===== src/rtl/key_scan_ctl_pkg.sv =====
// key_scan_ctl_pkg: shared keypad constants, column drive patterns and debounce FSM states.
package key_scan_ctl_pkg;
    localparam int BCD_BIT_WIDTH = 4;
    localparam int KEY_COL_NUM = 4;
    localparam int KEY_ROW_NUM = 4;
    localparam logic [3:0] KEY_COL0 = 4'b0111;
    localparam logic [3:0] KEY_COL1 = 4'b1011;
    localparam logic [3:0] KEY_COL2 = 4'b1101;
    localparam logic [3:0] KEY_COL3 = 4'b1110;
    typedef enum logic [1:0] {IDLE = 2'd0, DEBOUNCE = 2'd1, HELD = 2'd2} key_state_e;
    function automatic logic [3:0] col_drive(input logic [1:0] idx);
        return idx == 2'd0 ? KEY_COL0 : idx == 2'd1 ? KEY_COL1 : idx == 2'd2 ? KEY_COL2 : KEY_COL3;
    endfunction
endpackage


===== src/rtl/key_col_scan.sv =====
// key_col_scan: column rotation, row synchronizer and per-frame first-hit capture.
module key_col_scan
    import key_scan_ctl_pkg::*;
#(
    parameter int SCAN_DIV = 2500
) (
    input  logic       clk,
    input  logic       rst_n,
    input  logic [3:0] key_row,
    output logic [3:0] key_col,
    output logic       frame_done,
    output logic       frame_hit,
    output logic [3:0] frame_code
);
    localparam int DW = $clog2(SCAN_DIV);
    logic [DW-1:0] dwell;
    logic [1:0] col_idx, row_idx;
    logic [3:0] sync1, sync2, cap_code;
    logic cap_hit, col_hit, sample;
    always_comb begin
        sample = dwell == DW'(SCAN_DIV - 1);
        col_hit = ~&sync2;
        row_idx = !sync2[0] ? 2'd0 : !sync2[1] ? 2'd1 : !sync2[2] ? 2'd2 : 2'd3;
        key_col = col_drive(col_idx);
        frame_done = sample && col_idx == 2'd3;
        frame_hit = cap_hit || col_hit;
        frame_code = cap_hit ? cap_code : {row_idx, col_idx};
    end
    always_ff @(posedge clk) begin
        if (!rst_n) begin
            dwell <= '0;
            col_idx <= 2'd0;
            sync1 <= 4'hF;
            sync2 <= 4'hF;
            cap_hit <= 1'b0;
            cap_code <= 4'h0;
        end else begin
            sync1 <= key_row;
            sync2 <= sync1;
            dwell <= sample ? '0 : dwell + DW'(1);
            if (sample) begin
                col_idx <= col_idx + 2'd1;
                // scan order gives col 0 first, lowest row first: keep only the first hit
                if (frame_done) begin
                    cap_hit <= 1'b0;
                    cap_code <= 4'h0;
                end else if (!cap_hit && col_hit) begin
                    cap_hit <= 1'b1;
                    cap_code <= {row_idx, col_idx};
                end
            end
        end
    end
endmodule


===== src/rtl/key_scan_ctl.sv =====
// key_scan_ctl: 4x4 keypad scanner with frame-level press/release debounce.
module key_scan_ctl
    import key_scan_ctl_pkg::*;
#(
    parameter int SCAN_DIV = 2500,
    parameter int DEBOUNCE_FRAMES = 4
) (
    input  logic                     clk,
    input  logic                     rst_n,
    output logic [3:0]               key_col,
    input  logic [3:0]               key_row,
    output logic [BCD_BIT_WIDTH-1:0] key_code,
    output logic                     key_valid,
    output logic                     key_pressed
);
    localparam int CW = $clog2(DEBOUNCE_FRAMES + 1);
    localparam logic [CW-1:0] DF = CW'(DEBOUNCE_FRAMES);
    logic frame_done, frame_hit, accept;
    logic [3:0] frame_code, cand, n_cand, n_code;
    logic [CW-1:0] cnt, n_cnt, rel_cnt, n_rel;
    logic n_valid, n_pressed;
    key_state_e state, n_state;
    key_col_scan #(.SCAN_DIV(SCAN_DIV)) u_scan (
        .clk(clk),
        .rst_n(rst_n),
        .key_row(key_row),
        .key_col(key_col),
        .frame_done(frame_done),
        .frame_hit(frame_hit),
        .frame_code(frame_code)
    );
    always_comb begin
        n_state = state;
        n_cand = cand;
        n_cnt = cnt;
        n_rel = rel_cnt;
        n_code = key_code;
        n_valid = 1'b0;
        n_pressed = key_pressed;
        accept = 1'b0;
        if (frame_done) begin
            case (state)
                IDLE: if (frame_hit) begin
                    if (DEBOUNCE_FRAMES == 1) accept = 1'b1;
                    else begin
                        n_state = DEBOUNCE;
                        n_cand = frame_code;
                        n_cnt = CW'(1);
                    end
                end
                DEBOUNCE: if (!frame_hit) n_state = IDLE;
                    else if (frame_code != cand) begin
                        n_cand = frame_code;
                        n_cnt = CW'(1);
                    end else if (cnt + CW'(1) == DF) accept = 1'b1;
                    else n_cnt = cnt + CW'(1);
                HELD: if (frame_hit) n_rel = '0;
                    else if (rel_cnt + CW'(1) == DF) begin
                        n_state = IDLE;
                        n_pressed = 1'b0;
                    end else n_rel = rel_cnt + CW'(1);
                default: n_state = IDLE;
            endcase
        end
        if (accept) begin
            n_state = HELD;
            n_code = frame_code;
            n_valid = 1'b1;
            n_pressed = 1'b1;
            n_rel = '0;
        end
    end
    always_ff @(posedge clk) begin
        if (!rst_n) begin
            state <= IDLE;
            cand <= 4'h0;
            cnt <= '0;
            rel_cnt <= '0;
            key_code <= '0;
            key_valid <= 1'b0;
            key_pressed <= 1'b0;
        end else begin
            state <= n_state;
            cand <= n_cand;
            cnt <= n_cnt;
            rel_cnt <= n_rel;
            key_code <= n_code;
            key_valid <= n_valid;
            key_pressed <= n_pressed;
        end
    end
endmodule


===== config.mk =====
export PLATFORM = sky130hd
export DESIGN_NAME = key_scan_ctl
export DESIGN_NICKNAME = d
export VERILOG_FILES = /design/src/rtl/key_scan_ctl_pkg.sv /design/src/rtl/key_col_scan.sv /design/src/rtl/key_scan_ctl.sv
export SDC_FILE = /design/constraint.sdc
export NUM_CORES = 1
export LEC_CHECK = 0
export CORE_UTILIZATION = 60
export CTS_CLUSTER_DIAMETER = 120
export DETAILED_ROUTE_END_ITERATION = 8
export PLACE_DENSITY_LB_ADDON = 0.05
export SKIP_LAST_GASP = 1
export SYNTH_ARGS = -nofsm -noshare
export SYNTH_HDL_FRONTEND = slang
export SYNTH_SLANG_ARGS = --single-unit
export TNS_END_PERCENT = 20

===== constraint.sdc =====
create_clock -name clk -period 4.9 [get_ports clk]
set_input_delay 0.98 -clock clk [delete_from_list [all_inputs] [get_ports clk]]
set_output_delay 0.98 -clock clk [all_outputs]
set_load 0.005 [all_outputs]

==> reports/results.txt, run 1 <==
Synthesized area per cell = 9.56 µm²
Cell Pwr Density = 269 nW/µm²
WP data arrival = 1.65 ns
Levels on crit path = 4
Critical path type = flop to output pin
Final setup fails = 0
Die area = 3780 µm²
HP Start = u_scan.sync1[0]
Nets@finish = 253
Layout cells sized above 1 = 6.28%
Post-DP HPWL = 2770 µm
Setup TNS = 0 ns
# diodes = 0
Vias per cell = 5.54
Yosys reg bits = 45
EDFF count, synth = 0
First-pass GRT wire length = 6250 µm
Most common cell in the netlist = dfxtp_1
Hold crit path type = flop to flop
IO Port Bufs = 15
Synth top area share = 42.4%
Hold Crit Depth = 1
Crit-path most repeated cell = inv_1
Max-slew violation count = 0
Final Critical Period = 2.63 ns
Startpoint Class = flop
Clock buffer count from CTS = 5
Asr flop ratio synth = 0%
# Post-CTS Setup Buffers = 0
Worst-margin pin slew = 1.05 ns
Cts repair resizes = 0
Critical Path Source = u_scan.col_idx[0]
Worst R2R Path Depth = 5
Hold slack = 0.425 ns
Lkg Pwr = 0.902 nW
Cell area after layout = 2390 µm²
Cell variety after synth = 45
Status = finished, final reports clean
Layout Cells excl Fill = 285
Gpl congestion = 0.754
Clock skew = 0.00328 ns
Max Buffers Root-to-Sink = 2
Die H = 61.5 µm
Antenna violations before repair = 0
Vias in the first global route = 1393
Worst path bufs/invs = 3
Initial DRC Count = 77
CTS tree = done
Top cells by area, synth = dfxtp_1 (42%), mux2i_1 (6.6%), ha_1 (5.3%)
Largest net degree at the start of global routing = 35
Largest delay share family, worst path = buffers and inverters
Commonest cells in the netlist = dfxtp_1 (45), nand2_1 (28), nor2_1 (17), mux2i_1 (14), nand2b_1 (12)
Synth Instances = 222
Initial Utilization = 63.1%
P&R area growth vs syn = 12.4%
H-tree Lvls = 2
# hold bufs at CTS = 0
Max rail drop VDD = 211 µV
Synth area leader = dfxtp_1
R2R Path Start = u_scan.cap_hit
Root Buffer = clkbuf_4
Global route overflow = 0
Tot GR Track Use = 22.6%
Placeable Area = 3360 µm²
Max-Cap Viols = 0
Crit. End Element = output pin
Clock slew seen by the registers of the worst setup and hold paths = 0.13 ns
Via Count = 1580
DRC errors left = 0
Seq/Total Area, Yosys = 42.4%
Routed Antenna Nets = 0
Period utilization = 53.8%
Io pins = 16
Cells along the critical path = inv_1, ha_1, inv_1, clkdlybuf4s50_1
Clk sinks = 45
Floorplan row count = 21
Area after DPL = 2300 µm²
Unrepaired setup endpoints after global routing = no
Slowest library cell on the worst path = clkdlybuf4s50_1
Worst-Skew Late Latency = 0.35 ns
WP data required = 3.92 ns
Dpl cells = 277
Final WL = 3750 µm
DRT Pass-1 Iters = 4
Net Count, Synth = 237
Slew HR = 29.9%
Post-Syn Area = 2120 µm²
Top achievable clock speed = 380 MHz
Top_reg_cell synth = dfxtp_1
Yosys warnings = 0
CP peak stage delay = 0.49 ns
Die width = 61.5 µm
CP max FO = 6
Average wire per standard cell = 13.2 µm
Endpoints failing hold = 0
[layout by cell type, fill, tap and decap left out, drive strengths merged, types with 2 or more instances in the layout]
cell type and instances:
and4 3, nor2 17, nand4 3, xnor2 10, nor2b 4, nand3 6, dfxtp 45, and3 6
clkdlybuf4s50 15, mux2i 14, xor2 5, o31ai 3, o21ai 2, ha 9, nor4 2, a31oi 2
and2 2, nand2 28, clkbuf 7, nor3 4, a21oi 7, nand3b 5, nor4b 3, inv 10
nand2b 12
[routing by layer]
layer	track usage, %	wire length [µm]
met1	28.5	1750
met3	6.09	132
met5	0	0
met2	37.5	1820
met4	7.62	42
[final cells by class]
class,count,area [µm²]
tap,46,57.6
fill,270,977
inverter,10,37.5
timing repair buffer,15,150
sequential,45,901
clock buffer,7,55.1
multi-input combinational,161,1150
clock inverter,1,30.0
[path summary, 6_finish.rpt]
kind	to	slack [ns]
worst max-delay path	key_col[1]	2.27
worst min-delay path	u_scan.sync2[0]	0.43
worst max register to register	rel_cnt[2]	2.61
worst min register to register	u_scan.sync2[0]	0.43
[metrics by stage]
stage          setup slack [ns]  util (%)  power [mW]
4_1_cts                    2.24      70.9       0.645
3_3_place_gp               2.06      68.4       0.410
2_1_floorplan              2.95         -       0.402
3_5_place_dp               1.90      68.4       0.412
6_report                   2.27      70.9       0.641
5_1_grt                    2.03      70.9       0.666
[cell families (layout without fill, tap and decap cells)]
family	after synthesis	count (layout)	synth area share (%)
buffers and inverters	16	33	3.18
DFF	45	45	42.4
and+or+nand+nor	102	102	28.5
xor gates and xnor gates	15	15	6.19
adders and majority gates	9	9	5.30
muxes	14	14	6.60
AOI/OAI and AO/OA	21	21	7.84
[power breakdown]
group | internal, mW | switching (mW)
sequential | 0.371 | 0.00364
clock | 0.122 | 0.116
combinational | 0.0117 | 0.0168
[state kept, by name, summed over array words and instances (netlist names)]
signal,count
u_scan.sync1,4
key_valid,1
u_scan.col_idx,2
key_code,4
rel_cnt,3
u_scan.cap_hit,1
cnt,3
u_scan.cap_code,4
key_pressed,1
cand,4
u_scan.dwell,12
state,2
u_scan.sync2,4
Power figures use the tool's default switching activity.
==> inputs of run 2 (changes only) <==
--- a/config.mk
+++ b/config.mk
@@ -5,7 +5,7 @@
 export SDC_FILE = /design/constraint.sdc
 export NUM_CORES = 1
 export LEC_CHECK = 0
-export CORE_UTILIZATION = 60
+export CORE_UTILIZATION = 52
 export CTS_CLUSTER_DIAMETER = 120
 export DETAILED_ROUTE_END_ITERATION = 8
 export PLACE_DENSITY_LB_ADDON = 0.05
==> constraint.sdc (replaced) <==
create_clock -name clk -period 2.1 [get_ports clk]
set_input_delay 0.42 -clock clk [delete_from_list [all_inputs] [get_ports clk]]
set_output_delay 0.42 -clock clk [all_outputs]
set_load 0.005 [all_outputs]
==> run 2 against run 1 <==
  * Sequential power increased by 130%
  * Register-to-register slack got worse by 2.5 ns
  * Final area is 6.3% higher
  * Largest power group unchanged
  * Final cell count up 4.2%
  * Die area grew 15%
  * Non-clock buffer count grew 10
  * Critical endpoint is now key_col[0]
  * Critical path depth decreased by 1
  * Critical path type unchanged
  * Clock skew is 0.0017 ns higher
  * Sequential cell count stayed put
  * Clock-buffer cell count down 2
  * First-iteration DRC count fell by 1.3%
==> reports/results.txt, run 2 (synthesis gave the netlist of run 1 again) <==
Status = finished, final reports clean
DRC errors left = 0
Cell Pwr Density = 632 nW/µm²
CP max FO = 6
Final setup fails = 0
Max reg flops = 12
P&R area growth vs syn = 19.5%
Post-DP HPWL = 2990 µm
Hold crit path type = flop to flop
Initial Utilization = 55.9%
Global route overflow = 0
Worst-Skew Late Latency = 0.30 ns
Die H = 65.9 µm
Nets@finish = 263
Slew HR = 62.0%
Clock slew seen by the registers of the worst setup and hold paths = 0.08 ns
Commonest non-fill, non-tap cells in the layout = dfxtp_1 (43), nand2_1 (28), nor2_1 (17), clkdlybuf4s50_1 (15)
Max-slew violation count = 0
Tot GR Track Use = 21.5%
Final Critical Period = 2.03 ns
Layout Cells excl Fill = 297
Via Count = 1594
Placeable Area = 3800 µm²
Max-Cap Viols = 0
CP peak stage delay = 0.46 ns
Final WL = 4050 µm
Dpl cells = 288
Worst-margin pin slew = 0.561 ns
# hold bufs at CTS = 0
Cells along the critical path = ha_1, inv_1, clkdlybuf4s50_1
Clk sinks = 45
Io pins = 16
CTS tree = done
DRT Pass-1 Iters = 4
# diodes = 0
WP data required = 1.68 ns
WP data arrival = 1.61 ns
Critical path type = flop to output pin
Vias per cell = 5.37
Unrepaired setup endpoints after global routing = yes
Fill cells = 313
Hold slack = 0.413 ns
Die width = 65.9 µm
Largest net degree at the start of global routing = 22
Top achievable clock speed = 492 MHz
Layout cells sized above 1 = 14.1%
Gpl congestion = 0.761
Vias in the first global route = 1542
Antenna violations before repair = 0
Die area = 4340 µm²
Floorplan row count = 22
Max Buffers Root-to-Sink = 2
Lkg Pwr = 0.973 nW
Clock skew = 0.00499 ns
Initial DRC Count = 76
H-tree Lvls = 2
Average wire per standard cell = 13.6 µm
Period utilization = 96.7%
Startpoint Class = flop
Root Buffer = clkbuf_8
Clock buffer count from CTS = 5
Endpoints failing hold = 0
Routed Antenna Nets = 0
Overall power = 1.60 mW
IO Port Bufs = 15
Biggest register = u_scan.dwell
Max rail drop VDD = 439 µV
Crit. End Element = output pin
Commonest non-fill, non-tap cell in the layout = dfxtp_1
First-pass GRT wire length = 7010 µm
Slowest library cell on the worst path = dfxtp_1
[run 2: cell types whose count changed in the layout (fill, tap and decap cells not counted), moves of 2 or more]
cell	previous run	this run
clkbuf_8	1	5
clkbuf_4	5	0
mux2i_2	0	2
buf_4	0	10
mux2i_1	14	12
dfxtp_2	0	2
dfxtp_1	45	43
[run 2: repair_timing]
item | CTS | global route
resized for setup | 1 | 9
buffers inserted | 0 | 1
endpoints found under the setup margin | 3 | 18
[run 2: layout make-up]
class | instances | area, µm² | area share [%]
well taps | 48 | 60.1 | 2.37
clock inverters | 3 | 46.3 | 1.82
multi-input cells | 161 | 1200 | 47.1
repair buffers | 25 | 225 | 8.88
inverters | 10 | 37.5 | 1.48
clock buffers | 5 | 68.8 | 2.71
flip-flops and latches | 45 | 903 | 35.6
[run 2: stage by stage]
stage / TNS (ns) / utilization [%] / setup WS [ns] / cell area, µm²
6_report: 0 / 66.8 / 0.0686 / 2540
5_1_grt: -0.0946 / 66.8 / -0.0407 / 2540
4_1_cts: -0.0137 / 65.6 / -0.00826 / 2490
3_5_place_dp: -0.00452 / 62.4 / -0.00452 / 2370
3_3_place_gp: 0 / 62.4 / 0.104 / 2370
2_1_floorplan: 0 / - / 0.151 / 2120
[run 2: routing by layer]
metal	vias up	global-route usage (%)	share of wire [%]	wire [µm]
met5	-	0	0	0
met4	0	6.79	1.2	49
met3	5	5.69	3.3	133
met2	28	36.0	48	1930
met1	748	26.6	48	1940
li1	813	-	-	-
[run 2: worst paths after layout]
path | startpoint | end | slack [ns] | depth (start not counted)
hold reg to reg | u_scan.sync1[2] | u_scan.sync2[2] | 0.41 | 1
setup reg to reg | u_scan.dwell[1] | u_scan.cap_code[2] | 0.12 | 9
hold / removal | u_scan.sync1[2] | u_scan.sync2[2] | 0.41 | 1
setup / recovery | u_scan.col_idx[1] | key_col[0] | 0.07 | 3
[run 2: critical path: cells and delay by family, from the launching register on]
kind                       cells  cell delay (ns)
adders and majority gates      1             0.30
DFF                            1             0.46
buffers and inverters          2             0.55
[run 2: where the power goes]
part / leakage (nW) / internal (mW) / switching, mW
clock network: 0.0543 / 0.356 / 0.299
registers: 0.366 / 0.865 / 0.00894
logic: 0.553 / 0.0331 / 0.0419
total: 0.973 / 1.25 / 0.350
==> inputs of run 3 (changes only) <==
--- a/config.mk
+++ b/config.mk
@@ -9,6 +9,7 @@
 export CTS_CLUSTER_DIAMETER = 120
 export DETAILED_ROUTE_END_ITERATION = 8
 export PLACE_DENSITY_LB_ADDON = 0.05
+export RECOVER_POWER = 100
 export SKIP_LAST_GASP = 1
 export SYNTH_ARGS = -nofsm -noshare
 export SYNTH_HDL_FRONTEND = slang
==> run 3 against run 2 <==
  * Global-route usage did not move
  * Final area barely moved
  * Non-clock buffer count did not move
  * Clock skew barely moved
  * Critical path type unchanged
  * Critical endpoint unchanged
  * Highest routed layer unchanged
  * Maximum frequency rose by 0.12%
  * Largest cell class unchanged
  * Critical path depth did not move
  * Largest power group unchanged
==> reports/results.txt, run 3 (synthesis gave the netlist of run 1 again) <==
Status = finished, final reports clean
Antenna violations before repair = 0
Nets@finish = 263
Unrepaired setup endpoints after global routing = yes
Critical Path Source = u_scan.col_idx[1]
Max rail drop VDD = 438 µV
Worst path bufs/invs = 2
H-tree Lvls = 2
Die width = 65.9 µm
CP max FO = 6
Period utilization = 96.6%
Final core occ = 66.7%
Slew HR = 61.9%
Endpoints failing hold = 0
Crit. End Element = output pin
Vias per cell = 5.37
Setup TNS = 0 ns
Max-slew violation count = 0
Worst-margin pin slew = 0.564 ns
CTS tree = done
R2R Path Start = u_scan.dwell[1]
Routed Antenna Nets = 0
Max reg flops = 12
DRC errors left = 0
Worst setup path endpoint = key_col[0]
Layout cells sized above 1 = 13.7%
Final setup fails = 0
Global route overflow = 0
Cell area after layout = 2530 µm²
CP peak stage delay = 0.46 ns
Startpoint Class = flop
Vias in the first global route = 1542
R2R Path End = u_scan.cap_code[2]
Io pins = 16
IO Port Bufs = 15
Root Buffer = clkbuf_8
Commonest non-fill, non-tap cell in the layout = dfxtp_1
Initial DRC Count = 76
Max-Cap Viols = 0
Critical path type = flop to output pin
Biggest register = u_scan.dwell
Gpl congestion = 0.761
Cell Pwr Density = 632 nW/µm²
Largest net degree at the start of global routing = 22
Worst R2R Path Depth = 9
P&R area growth vs syn = 19.4%
Slowest library cell on the worst path = dfxtp_1
Clk sinks = 45
Placeable Area = 3800 µm²
Clock buffer count from CTS = 5
Levels on crit path = 3
Top achievable clock speed = 493 MHz
Clock skew = 0.00517 ns
Initial Utilization = 55.9%
Post-DP HPWL = 2990 µm
Max Buffers Root-to-Sink = 2
Via Count = 1596
Tot GR Track Use = 21.5%
First-pass GRT wire length = 7010 µm
Worst-Skew Late Latency = 0.30 ns
DRT Pass-1 Iters = 4
Commonest non-fill, non-tap cells in the layout = dfxtp_1 (43), nand2_1 (28), nor2_1 (17), nand2b_1 (12), mux2i_1 (12)
Average wire per standard cell = 13.6 µm
Final WL = 4040 µm
WP data arrival = 1.61 ns
Die H = 65.9 µm
Area after DPL = 2370 µm²
Clock slew seen by the registers of the worst setup and hold paths = 0.08 ns
Die area = 4340 µm²
WP data required = 1.68 ns
Hold slack = 0.413 ns
Lkg Pwr = 0.997 nW
Floorplan row count = 22
# diodes = 0
Cells along the critical path = ha_1, inv_1, clkdlybuf4s50_1
Hold crit path type = flop to flop
Final Critical Period = 2.03 ns
Largest delay share family, worst path = buffers and inverters
Flop2flop setup slack = 0.11 ns
-- run 3: repair_timing --
item	CTS	global route
gates resized for setup	1	9
setup endpoints to repair	3	18
hold buffers	0	0
buffers inserted	0	1
-- run 3: layout make-up --
class                   count  area, µm²
clock buffers               5       68.8
clock inverters             3       46.3
fillers                   314       1260
inverters                  10       37.5
multi-input cells         161       1190
flip-flops and latches     45        903
well taps                  48       60.1
repair buffers             25        225
-- run 3: metal layers --
metal  up-vias  part of all wire (%)  global-route usage [%]
met2        26                    48                    36.0
met5         -                     0                       0
met1       749                    48                    26.6
li1        816                     -                       -
met4         0                   1.2                    6.79
met3         5                   3.2                    5.69
-- run 3: power by group --
group | switching, mW | internal, mW
clock network | 0.297 | 0.356
registers | 0.00876 | 0.865
logic | 0.0415 | 0.0324
total | 0.348 | 1.25
-- run 3: how the worst min path moves through the flow --
stage / slack [ns] / start / cells past startpoint / to
after global placement: 0.39 / u_scan.sync1[1] / 1 / u_scan.sync2[1]
after CTS: 0.42 / u_scan.sync1[2] / 1 / u_scan.sync2[2]
after detailed placement: 0.40 / u_scan.sync1[2] / 1 / u_scan.sync2[2]
after floorplan: 0.39 / u_scan.sync1[0] / 1 / u_scan.sync2[0]
final: 0.41 / u_scan.sync1[2] / 1 / u_scan.sync2[2]
after global routing: 0.43 / u_scan.sync1[2] / 1 / u_scan.sync2[2]
-- run 3: through the flow --
step	worst slack, ns	std cells	total power, mW
6_report	0.0710	297	1.60
5_1_grt	-0.0451	297	1.68
4_1_cts	-0.00826	296	1.62
3_5_place_dp	-0.00452	288	0.966
3_3_place_gp	0.104	288	0.962
2_1_floorplan	0.151	222	0.938
-- run 3: worst register-to-register path, delay by kind of cell (launching register included) --
family / cells / cell delay, ns
compound gates: 1 / 0.15
fa+ha+maj: 1 / 0.21
buf+inv: 3 / 0.53
flops: 1 / 0.36
simple gates: 4 / 0.67
